File: config.mk
export PLATFORM = sky130hd
export DESIGN_NAME = write_back_stage
export DESIGN_NICKNAME = d
export VERILOG_FILES = /design/src/rtl/write_back_stage_pkg.sv /design/src/rtl/write_back_stage_retire_counter.sv /design/src/rtl/write_back_stage.sv
export SDC_FILE = /design/constraint.sdc
export NUM_CORES = 1
export LEC_CHECK = 0
export BUFFER_PORTS_ARGS = -buffer_cell sky130_fd_sc_hd__buf_2
export CORE_ASPECT_RATIO = 1.25
export CORE_MARGIN = 4
export CORE_UTILIZATION = 54
export CTS_CLUSTER_DIAMETER = 80
export CTS_CLUSTER_SIZE = 10
export DETAILED_ROUTE_END_ITERATION = 10
export PLACE_DENSITY = 0.95
export SYNTH_ARGS = -nofsm -noshare
export SYNTH_HDL_FRONTEND = slang
export SYNTH_SLANG_ARGS = --single-unit
File: constraint.sdc
create_clock -name clock -period 2.33 [get_ports clock]
set_clock_uncertainty 0.1 [all_clocks]
set_input_delay 0.466 -clock clock [delete_from_list [all_inputs] [get_ports clock]]
set_output_delay 0.466 -clock clock [all_outputs]
set_load 0.05 [all_outputs]
File: src/rtl/write_back_stage_pkg.sv
// Shared processor constants used by the write-back stage and its helpers.
package write_back_stage_pkg;
    localparam int DATA_W     = 16;
    localparam int REG_ADDR_W = 3;
    localparam int R0_ADDR    = 0;
    localparam int RETIRE_W   = 16;
endpackage

File: src/rtl/write_back_stage_retire_counter.sv
// Free-running retire counter: synchronous clear, increments on enable, wraps at all-ones.
module retire_counter
    import write_back_stage_pkg::*;
(
    input  logic                clock,
    input  logic                reset,
    input  logic                enable,
    output logic [RETIRE_W-1:0] count
);
    always_ff @(posedge clock) begin
        if (reset)
            count <= '0;
        else if (enable)
            count <= count + 1'b1;
    end
endmodule

File: src/rtl/write_back_stage.sv
// WB pipeline register driving the register-file write port, forwarding path and retire count.
module write_back_stage
    import write_back_stage_pkg::*;
#(
    parameter int DATA_W     = write_back_stage_pkg::DATA_W,
    parameter int REG_ADDR_W = write_back_stage_pkg::REG_ADDR_W
) (
    input  logic                  clock,
    input  logic                  reset,
    input  logic                  validMEM,
    input  logic                  RegWrite,
    input  logic                  MemtoReg,
    input  logic [DATA_W-1:0]     outputDataReadMEM,
    input  logic [DATA_W-1:0]     outputMemULA,
    input  logic [REG_ADDR_W-1:0] outputRegDst,
    input  logic                  stall,
    input  logic                  flush,
    output logic                  writeRegEnable,
    output logic [REG_ADDR_W-1:0] writeRegAddr,
    output logic [DATA_W-1:0]     writeRegData,
    output logic                  fwdValid,
    output logic [15:0]           retiredCount
);
    logic                  valid, regWrite, memToReg, notWritten;
    logic [DATA_W-1:0]     aluData, memData;
    logic [REG_ADDR_W-1:0] regDst;
    logic                  load, liveWrite;

    assign load = !stall && !flush;

    always_ff @(posedge clock) begin
        if (reset) begin
            valid      <= 1'b0;
            regWrite   <= 1'b0;
            memToReg   <= 1'b0;
            notWritten <= 1'b0;
            aluData    <= '0;
            memData    <= '0;
            regDst     <= '0;
        end else if (flush) begin
            valid      <= 1'b0;
            notWritten <= 1'b0;
        end else if (stall) begin
            // Held entry keeps forwarding but must not write a second time.
            notWritten <= 1'b0;
        end else begin
            valid      <= validMEM;
            regWrite   <= RegWrite;
            memToReg   <= MemtoReg;
            notWritten <= validMEM;
            aluData    <= outputMemULA;
            memData    <= outputDataReadMEM;
            regDst     <= outputRegDst;
        end
    end

    assign liveWrite      = valid && regWrite && (regDst != REG_ADDR_W'(R0_ADDR));
    assign fwdValid       = liveWrite;
    assign writeRegEnable = liveWrite && notWritten;
    assign writeRegAddr   = valid ? regDst : '0;
    assign writeRegData   = valid ? (memToReg ? memData : aluData) : '0;

    // Counting at the load edge makes the count visible in the entry's first WB cycle.
    retire_counter u_retire (
        .clock  (clock),
        .reset  (reset),
        .enable (load && validMEM),
        .count  (retiredCount)
    );
endmodule

==> summary.md, run 1 <==
| Metric | Value |
|---|---|
| Status | `completed` |
| Avg Inst Size Synth | `approximately 8.2 um2` |
| Worst path arrival time | `1.58 ns` |
| Most frequent cell after synthesis | `nand2_1` |
| Max Slew Vio Count | `0` |
| Worst Tran Pin Value | `between 0.6 and 0.7 ns` |
| Maximum capacitance violations | `0` |
| Final net count | `between 400 and 500` |
| Top cells by area, synth | `dfxtp_1 (46%), nand2_1 (13%), a21oi_1 (8.6%), mux2i_1 (7.6%), nor2b_1 (4.7%)` |
| Tmin final | `approximately 2.1 ns` |
| N_diodes | `0` |
| Largest net degree at the start of global routing | `38` |
| Layout cell share with drive strength beyond 1 | `a little over a quarter` |
| Comb power frac | `9.6%` |
| GP Congestion | `around 0.87` |
| CP Launch Type | `register` |
| Vias/cell | `5.23` |
| RR Startpoint | `u_retire.count[3]$_SDFFE_PP0P_` |
| Worst path bufs/invs | `2` |
| Via count | `around 2200` |
| Number of synthesized register bits | `55` |
| Worst path cell trace | `buf_12 > mux2i_1 > nor2b_1 > buf_2` |
| Post-route ant nets | `0` |
| Top FF cell, synth | `dfxtp_1` |
| Clk sinks | `between 50 and 60` |
| Final setup vio count | `0` |
| Synth area leader | `dfxtp_1` |
| Full die area | `approximately 5500 um2` |
| Register clock-pin slew on the reported worst setup and hold paths | `roughly 0.10 ns` |
| Overall Global Routing Usage | `between 20% and 30%` |
| CORE AREA | `between 4000 and 5000 um2` |
| TritonCTS clock tree | `done` |
| Slew headroom | `between 50% and 60%` |
| Worst Setup End Kind | `output port` |
| Root buf cell | `clkbuf_8` |
| Worst skew pair latency | `0.31 ns` |
| Yosys top cell area share | `46.4%` |
| VDD IR max | `~0.00038 V` |
| Final wirelength | `~5600 um` |
| First-pass GRT wire length | `approximately 8900 um` |
| Final Hold Fails | `0` |
| Drt pass-1 iters | `5` |
| Post-Syn Instances | `289` |
| FP Rows | `26` |
| Hold Path Sink | `memData[2]$_SDFFE_PP0P_` |
| Synth cell count leaders | `nand2_1 (81), dfxtp_1 (55), a21oi_1 (41)` |
| Average wire per standard cell | `around 13 um` |
| Final worst path period share | `between 90% and 100%` |
| CP Data Required Time | `around 1.8 ns` |
| Post-CTS setup buffer count | `0` |
| Clk buf depth | `2` |
| Critical path's slowest cell | `dfxtp_1` |
| Worst hold start | `outputDataReadMEM[2]` |
| Total power draw | `1.66 mW` |
| Synthesized net count | `~330` |
| Ys async rst share | `0%` |
| Clock power frac | `30.8%` |
| RSZ-0062 raised after global routing | `false` |
| Synthesized cell area | `2370 um2` |
| HP Class | `in2reg` |
| Power density over the cells | `approximately 570 nW/um2` |
| Reg2reg path depth | `4` |
| Final Util | `between 60% and 70%` |
| Post-CTS sizing | `0` |
| Fmax achieved | `around 0.47 GHz` |
| Setup_tns | `0 ns` |
| Crit-path max cell delay | `0.55 ns` |
| Sequential fraction of the synthesis area | `between 40 and 50%` |
| Flop2flop setup slack | `~0.60 ns` |
| Hpwl dp | `4040 um` |
| I/O Buffers | `about 80` |
| DRT iter0 DRCs | `approximately 150` |
| P&R area growth vs syn | `22.2%` |
| Number of global-route vias before repair | `about 2000` |
| Hold Path Cell Cnt | `3` |
| # IOs | `79` |
| GRT overflow | `0` |
| Starting Density | `between 50% and 60%` |
| P_int | `around 1.2 mW` |
| Synth cell types | `32` |
| Post-cts hold buffer count | `0` |
| Top Family by Delay on Critical Path | `flip-flops` |
| CTS H-tree depth | `2` |
| Number of synthesized flops with an enable pin | `0` |
| Leakage | `~1.2 nW` |
| Worst Path Max Fanout | `12` |
| Net Switching | `0.415 mW` |
| Remaining DRCs | `0` |
| Sequential Power Share | `about three fifths` |
| Initial antenna violation count | `0` |
| R2R Path End | `u_retire.count[15]$_SDFFE_PP0P_` |
| Total CTS buffers | `5` |
| Die height | `~80 um` |
| Setup CP Type | `reg2out` |
| Die width | `approximately 67 um` |
| Ys Warns | `0` |
| Net Sw Frac | `between 20% and 30%` |
-- layout by cell type (no fill, tap or decap), drive strengths merged, types with 2 or more instances in the layout --
cell / synthesis / final
buf: 4 / 82
nand2: 81 / 81
dfxtp: 55 / 55
a21oi: 41 / 41
mux2i: 18 / 18
nor2b: 18 / 18
nor2: 13 / 13
xor2: 6 / 6
clkbuf: 13 / 5
nand3: 5 / 5
and2: 4 / 4
xnor2: 4 / 4
nand4: 3 / 3
nor3: 3 / 3
and3: 2 / 2
o31ai: 2 / 2
or4: 2 / 2
o21ai: 2 / 2
or3: 2 / 2
nor4: 2 / 2
clkinvlp: 0 / 2
-- routing by layer --
| layer | global-route usage [%] | vias to the layer above | share of wire, % |
|---|---|---|---|
| met3 | 5.14 | 8 | 7.4 |
| met4 | 8.52 | 0 | 1.3 |
| li1 | - | 1099 | - |
| met1 | 23.6 | 1006 | 38 |
| met2 | 38.1 | 72 | 53 |
| met5 | 0 | - | 0 |
-- area by class of cell --
type	instances	area (um2)
Clock buffer	5	68.8
Clock inverter	3	20.0
Fill cell	363	1260
Inverter	1	3.75
Multi-Input combinational cell	216	1210
Sequential cell	55	1100
Tap cell	56	70.1
Timing Repair Buffer	82	433
-- worst max path at each step --
stage / depth (start not counted) / start / end
2_1_floorplan: 4 / memToReg$_SDFFE_PP0P_ / writeRegData[10]
3_3_place_gp: 5 / flush / u_retire.count[15]$_SDFFE_PP0P_
3_5_place_dp: 5 / flush / u_retire.count[15]$_SDFFE_PP0P_
4_1_cts: 4 / memToReg$_SDFFE_PP0P_ / writeRegData[4]
5_1_grt: 3 / valid$_SDFFE_PP0N_ / writeRegData[12]
6_report: 4 / memToReg$_SDFFE_PP0P_ / writeRegData[4]
-- worst register-to-register path, stage by stage (launching register included) --
cell and delay, ns:
dfxtp_1 0.45, and4_4 0.29, nand3_4 0.10, nor4_1 0.31, mux2_2 0.37
-- power by group through the flow --
stage	Combinational [mW]	Sequential (mW)	Clock, mW
2_1_floorplan	0.0983	1.01	0
3_5_place_dp	0.160	1.01	0
4_1_cts	0.161	0.992	0.532
6_report	0.159	0.992	0.512
3_3_place_gp	0.155	1.01	0
5_1_grt	0.178	0.997	0.562
-- registers in the layout, indices dropped and copies added, names as in the netlist --
register        cells
aluData            16
memData            16
u_retire.count     16
regDst              3
memToReg            1
notWritten          1
regWrite            1
valid               1
-- metrics by stage --
step / hold WS (ns) / cells / area (um2) / worst slack, ns
global route: 0.279 / 418 / 2900 / 0.0873
finish: 0.288 / 418 / 2900 / 0.183
global placement: 0.342 / 410 / 2810 / 0.441
detailed placement: 0.348 / 410 / 2810 / 0.386
floorplan: 0.336 / 289 / 2370 / 0.00123
CTS: 0.273 / 418 / 2900 / 0.168
-- cells by family (layout without fill, tap and decap cells) --
| family | after synthesis | in the layout | synth area share (%) |
|---|---|---|---|
| AND/OR/NAND/NOR | 140 | 140 | 28.3 |
| flip-flops | 55 | 55 | 46.4 |
| AO/OA/AOI/OAI | 46 | 46 | 10.1 |
| multiplexers | 19 | 19 | 8.06 |
| buffers and inverters | 18 | 91 | 2.95 |
| XOR/XNOR | 10 | 10 | 3.69 |
| adder cells (fa/ha/maj) | 1 | 1 | 0.527 |
No activity file was read; power rests on OpenSTA's default activity.
==> run 2, diff against run 1 <==
Settings changed: REMOVE_ABC_BUFFERS set to 1.
==> run 2 against run 1 <==
Net effect: fmax up 0.82%; clock power up 25%; first-iteration DRC count decreased by 17%; worst hold slack got worse by 0.0011 ns; register-to-register slack is essentially flat; largest power group unchanged.
==> summary.md, run 2 (synthesis gave the netlist of run 1 again) <==
| Metric | Value |
|---|---|
| Max Slew Vio Count | `0 (unchanged)` |
| Initial antenna violation count | `0 (unchanged)` |
| Fin cells | `419 (+0.24%)` |
| FP Rows | `26 (unchanged)` |
| Power density over the cells | `612 nW/um2 (+6.7%)` |
| Fmax achieved | `0.470 GHz (+0.82%)` |
| Average wire per standard cell | `13.2 um (-0.96%)` |
| I/O Buffers | `78 (unchanged)` |
| Starting Density | `57.0% (unchanged)` |
| Worst path arrival time | `1.56 ns (-0.02 ns)` |
| Worst Tran Pin Value | `0.664 ns (+0.0231 ns)` |
| Setup CP Type | `reg2out` |
| Clk buf depth | `2 (unchanged)` |
| Die height | `82.1 um (unchanged)` |
| Drt pass-1 iters | `4 (-1)` |
| Post-CTS setup buffer count | `0 (unchanged)` |
| Total CTS buffers | `5 (unchanged)` |
| Final Hold Fails | `0 (unchanged)` |
| Post-route ant nets | `0 (unchanged)` |
| Vias/cell | `5.25 (+0.35%)` |
| HP Class | `in2reg` |
| First-pass GRT wire length | `9230 um (+3.6%)` |
| CP Launch Type | `register` |
| Post-place setup slack | `0.416 ns (+0.0304 ns)` |
| P&R area growth vs syn | `23.2%` |
| Clk sinks | `55 (unchanged)` |
| Comb power frac | `8.9% (-0.7 points)` |
| Commonest non-fill, non-tap cell in the layout | `nand2_1` |
| Final net count | `405 (+0.25%)` |
| Leakage | `1.21 nW (+1.9%)` |
| VDD IR max | `0.000425 V (+11%)` |
| Final wirelength | `5520 um (-0.72%)` |
| Post-CTS sizing | `0 (unchanged)` |
| CORE AREA | `4160 um2 (unchanged)` |
| Worst Path Max Fanout | `15 (+3)` |
| Register clock-pin slew on the reported worst setup and hold paths | `0.09 ns (about the same)` |
| CTS H-tree depth | `2 (unchanged)` |
| Remaining DRCs | `0 (unchanged)` |
| Clock power frac | `35.8% (+5.0 points)` |
| Worst skew pair latency | `0.30 ns (about the same)` |
| CP Data Required Time | `1.76 ns (about the same)` |
| TritonCTS clock tree | `done` |
| # IOs | `79 (unchanged)` |
| Die width | `67.3 um (unchanged)` |
| Overall Global Routing Usage | `21.3% (+0.20 points)` |
| GRT overflow | `0 (unchanged)` |
| Via count | `2198 (+0.59%)` |
| Full die area | `5530 um2 (unchanged)` |
| Layout cell share with drive strength beyond 1 | `27.0% (+0.20 points)` |
| N_diodes | `0 (unchanged)` |
| Largest registers | `aluData x16, memData x16, u_retire.count x16` |
| Setup ws final | `0.200 ns (+0.0175 ns)` |
| Slew headroom | `55.7% (-1.5 points)` |
| Total power draw | `1.79 mW (+7.6%)` |
| Final worst path period share | `91.4% (-0.75 points)` |
| Sequential Power Share | `55.3% (-4.4 points)` |
| FF/Latch Area | `1100 um2 (unchanged)` |
| P_int | `1.39 mW (+11%)` |
| Setup_tns | `0 ns (unchanged)` |
| Number of global-route vias before repair | `2158 (+10%)` |
| DRT iter0 DRCs | `122 (-17%)` |
| Post-cts hold buffer count | `0 (unchanged)` |
| Maximum capacitance violations | `0 (unchanged)` |
| Net Switching | `0.404 mW (-2.6%)` |
| RSZ-0062 raised after global routing | `false` |
| Final setup vio count | `0 (unchanged)` |
| Largest net degree at the start of global routing | `38 (unchanged)` |
| Fillers | `378 (+4.1%)` |
| Root buf cell | `clkbuf_8` |
| Placed Cells | `411 (+0.24%)` |
| Multi-input gate area | `1210 um2 (unchanged)` |
| GP Congestion | `0.841 (-3.0%)` |
| Net Sw Frac | `22.6% (-2.4 points)` |
| Worst Setup End Kind | `output port` |
| Hpwl dp | `3980 um (-1.5%)` |
| Status | `completed` |
| Tmin final | `2.13 ns (-0.0175 ns)` |
| Most frequent cells in the layout | `nand2_1 (81), buf_2 (78), dfxtp_1 (55), a21oi_1 (41)` |
-- run 2: power by group through the flow --
stage	clock [mW]	combinational, mW	sequential [mW]
3_5_place_dp	0	0.160	1.01
3_3_place_gp	0	0.157	1.01
2_1_floorplan	0	0.0763	1.02
4_1_cts	0.653	0.161	0.990
5_1_grt	0.686	0.180	0.994
6_report	0.640	0.159	0.990
-- run 2: through the flow --
stage	util, %	cell area, um2	hold slack [ns]
2_1_floorplan	-	2310	0.330
3_3_place_gp	67.5	2810	0.341
3_5_place_dp	67.5	2810	0.346
4_1_cts	70.3	2930	0.283
5_1_grt	70.3	2930	0.281
6_report	70.3	2930	0.287
-- run 2: final cells by class --
class / instances / area share, %
tap: 56 / 2.39
multi-input combinational: 216 / 41.2
clock inverter: 2 / 1.20
inverter: 1 / 0.128
clock buffer: 6 / 2.82
sequential: 55 / 37.6
timing repair buffer: 83 / 14.6
-- run 2: worst max-delay path: stages (launching register included) --
cell and delay [ns]:
dfxtp_1 0.39, buf_4 0.30, mux2i_1 0.12, nor2b_1 0.16, buf_2 0.29
-- run 2: worst paths after layout --
path / slack, ns / cells past startpoint / to / start
hold / removal: 0.29 / 3 / aluData[11]$_SDFFE_PP0P_ / outputMemULA[11]
setup / recovery: 0.20 / 4 / writeRegData[6] / memToReg$_SDFFE_PP0P_
hold reg to reg: 0.36 / 2 / aluData[7]$_SDFFE_PP0P_ / aluData[7]$_SDFFE_PP0P_
setup reg to reg: 0.60 / 4 / u_retire.count[15]$_SDFFE_PP0P_ / u_retire.count[3]$_SDFFE_PP0P_
-- run 2: routing by layer --
metal	vias up	part of all wire, %	routed length, um	global-route usage (%)
met4	0	0.92	51	5.68
met1	1023	41	2250	24.2
met2	65	52	2880	39.7
met3	7	6.2	344	4.74
met5	-	0	0	0
li1	1103	-	-	-
==> run 3, diff against run 2 <==
--- a/config.mk
+++ b/config.mk
@@ -6,6 +6,6 @@
 export NUM_CORES = 1
 export LEC_CHECK = 0
+export ABC_CLOCK_PERIOD_IN_PS = 2330
 export BUFFER_PORTS_ARGS = -buffer_cell sky130_fd_sc_hd__buf_2
-export CORE_ASPECT_RATIO = 1.25
 export CORE_MARGIN = 4
 export CORE_UTILIZATION = 54
==> constraint.sdc (replaced) <==
create_clock -name clock -period 2.33 [get_ports clock]
set_clock_uncertainty 0.1 [all_clocks]
set_input_delay 0.1165 -clock clock [delete_from_list [all_inputs] [get_ports clock]]
set_output_delay 0.1165 -clock clock [all_outputs]
set_load 0.05 [all_outputs]
==> run 3 against run 2 <==
Net effect: worst hold slack worse by 0.22 ns; core utilization up 9.1 points; sequential power barely moved; wire length grew 27%; clock power fell by 16%; critical path depth stayed put; design area is 12% higher; die area down 0.12%; critical endpoint is now writeRegData[3]; largest cell class unchanged; highest routed layer unchanged.
==> summary.md, run 3 (synthesis gave the netlist of run 1 again) <==
| Metric | Value |
|---|---|
| Die height | `74.3 um (-9.5%)` |
| Worst hold start | `validMEM` |
| Post-route ant nets | `0 (unchanged)` |
| Final wirelength | `7020 um (+27%)` |
| Number of global-route vias before repair | `2433 (+13%)` |
| Clk sinks | `55 (unchanged)` |
| RSZ-0062 raised after global routing | `false` |
| Final Hold Fails | `0 (unchanged)` |
| Fmax achieved | `0.511 GHz (+8.8%)` |
| Commonest non-fill, non-tap cell in the layout | `nand2_1` |
| Layout cell share with drive strength beyond 1 | `24.3% (-2.7 points)` |
| Remaining DRCs | `0 (unchanged)` |
| Final worst path period share | `84.0% (-7.4 points)` |
| N_diodes | `0 (unchanged)` |
| Largest registers | `aluData x16, memData x16, u_retire.count x16` |
| VDD IR max | `0.000450 V (+5.9%)` |
| GRT overflow | `0 (unchanged)` |
| Via count | `2443 (+11%)` |
| Final net count | `442 (+9.1%)` |
| Flop2flop setup slack | `0.60 ns (about the same)` |
| Full die area | `5520 um2 (-0.12%)` |
| Root buf cell | `clkbuf_8` |
| I/O Buffers | `78 (unchanged)` |
| Placed Cells | `404 (-1.7%)` |
| Maximum capacitance violations | `0 (unchanged)` |
| Hpwl dp | `3910 um (-1.7%)` |
| DRT iter0 DRCs | `205 (+68%)` |
| Fillers | `246 (-35%)` |
| Overall Global Routing Usage | `26.2% (+4.9 points)` |
| Worst Setup End Kind | `output port` |
| HP Class | `in2reg` |
| Fin cells | `450 (+7.4%)` |
| Multi-input gate area | `1210 um2 (unchanged)` |
| Tmin final | `1.96 ns (-0.172 ns)` |
| Drt pass-1 iters | `5 (+1)` |
| Largest net degree at the start of global routing | `38 (unchanged)` |
| Initial antenna violation count | `0 (unchanged)` |
| Worst skew pair latency | `0.31 ns (about the same)` |
| Crit path from | `memToReg$_SDFFE_PP0P_` |
| Worst Tran Pin Value | `0.656 ns (-0.00760 ns)` |
| Worst path arrival time | `1.74 ns (+0.18 ns)` |
| Status | `completed` |
| Worst Path Max Fanout | `12 (-3)` |
| Setup_tns | `0 ns (unchanged)` |
| First-pass GRT wire length | `11200 um (+21%)` |
| Placed cell areas | `2790 um2 (-0.53%)` |
| Setup CP Type | `reg2out` |
| # IOs | `79 (unchanged)` |
| Most frequent cells in the layout | `nand2_1 (81), buf_2 (78), dfxtp_1 (55), a21oi_1 (41), dlygate4sd3_1 (38)` |
| Average wire per standard cell | `15.6 um (+18%)` |
| Vias/cell | `5.43 (+3.5%)` |
| Final instance area | `3270 um2 (+12%)` |
| Starting Density | `57.7% (+0.68 points)` |
| RR Startpoint | `u_retire.count[3]$_SDFFE_PP0P_` |
| Clk buf depth | `2 (unchanged)` |
| CP Launch Type | `register` |
| Final setup vio count | `0 (unchanged)` |
| Die width | `74.3 um (+10%)` |
| Power density over the cells | `535 nW/um2 (-13%)` |
| CORE AREA | `4120 um2 (-1.2%)` |
| Total CTS buffers | `5 (unchanged)` |
| CP Data Required Time | `2.11 ns (+0.35 ns)` |
| CTS H-tree depth | `2 (unchanged)` |
| Post-CTS sizing | `0 (unchanged)` |
| Leakage | `1.34 nW (+11%)` |
| FF/Latch Area | `1100 um2 (unchanged)` |
| Slew headroom | `56.3% (+0.51 points)` |
| GP Congestion | `0.856 (+1.8%)` |
| P&R area growth vs syn | `37.6%` |
| Max Slew Vio Count | `0 (unchanged)` |
| FP Rows | `23 (-12%)` |
| Register clock-pin slew on the reported worst setup and hold paths | `0.10 ns (about the same)` |
| TritonCTS clock tree | `done` |
## run 3: cell type report
| cell class | count | area share (%) |
|---|---|---|
| multi-input cells | 216 | 36.9 |
| flip-flops and latches | 55 | 33.7 |
| repair buffers | 120 | 24.5 |
| clock buffers | 5 | 2.11 |
| well taps | 50 | 1.91 |
| clock inverters | 3 | 0.728 |
| inverters | 1 | 0.115 |
## run 3: through the flow
stage	utilization, %	setup WS, ns	hold slack (ns)	total power [mW]
6_report	79.4	0.372	0.0631	1.75
5_1_grt	79.4	0.273	0.0480	1.81
4_1_cts	79.4	0.429	0.0501	1.74
3_5_place_dp	67.9	0.637	0.264	1.17
3_3_place_gp	67.9	0.677	0.259	1.16
2_1_floorplan	-	0.306	0.0856	1.09
## run 3: timing repair
action	in CTS	in global routing
hold buffers	38	0
endpoints found under the hold margin	38	0
setup endpoints to repair	0	0
setup buffers	0	0
## run 3: metal layers
| metal | wire (um) | track usage (%) | part of all wire, % |
|---|---|---|---|
| met5 | 0 | 0 | 0 |
| met4 | 62 | 7.31 | 0.88 |
| met3 | 468 | 6.76 | 6.7 |
| met2 | 3750 | 48.2 | 53 |
| met1 | 2740 | 30.0 | 39 |
## run 3: critical path, cell delays in order (launching register included)
cell and delay (ns):
dfxtp_1 0.50, buf_4 0.32, mux2i_1 0.14, nor2b_1 0.18, buf_2 0.29
## run 3: report_power, final
part / switching [mW] / internal (mW) / leakage (nW) / total [mW]
registers: 0.0214 / 0.971 / 0.448 / 0.993
logic: 0.108 / 0.108 / 0.852 / 0.216
clock network: 0.322 / 0.216 / 0.0408 / 0.537
## run 3: path summary, 6_finish.rpt
kind                                endpoint  cells after the start
min reg2reg         aluData[10]$_SDFFE_PP0P_                      2
max                          writeRegData[3]                      4
max reg2reg  u_retire.count[15]$_SDFFE_PP0P_                      4
min                       valid$_SDFFE_PP0N_                      3
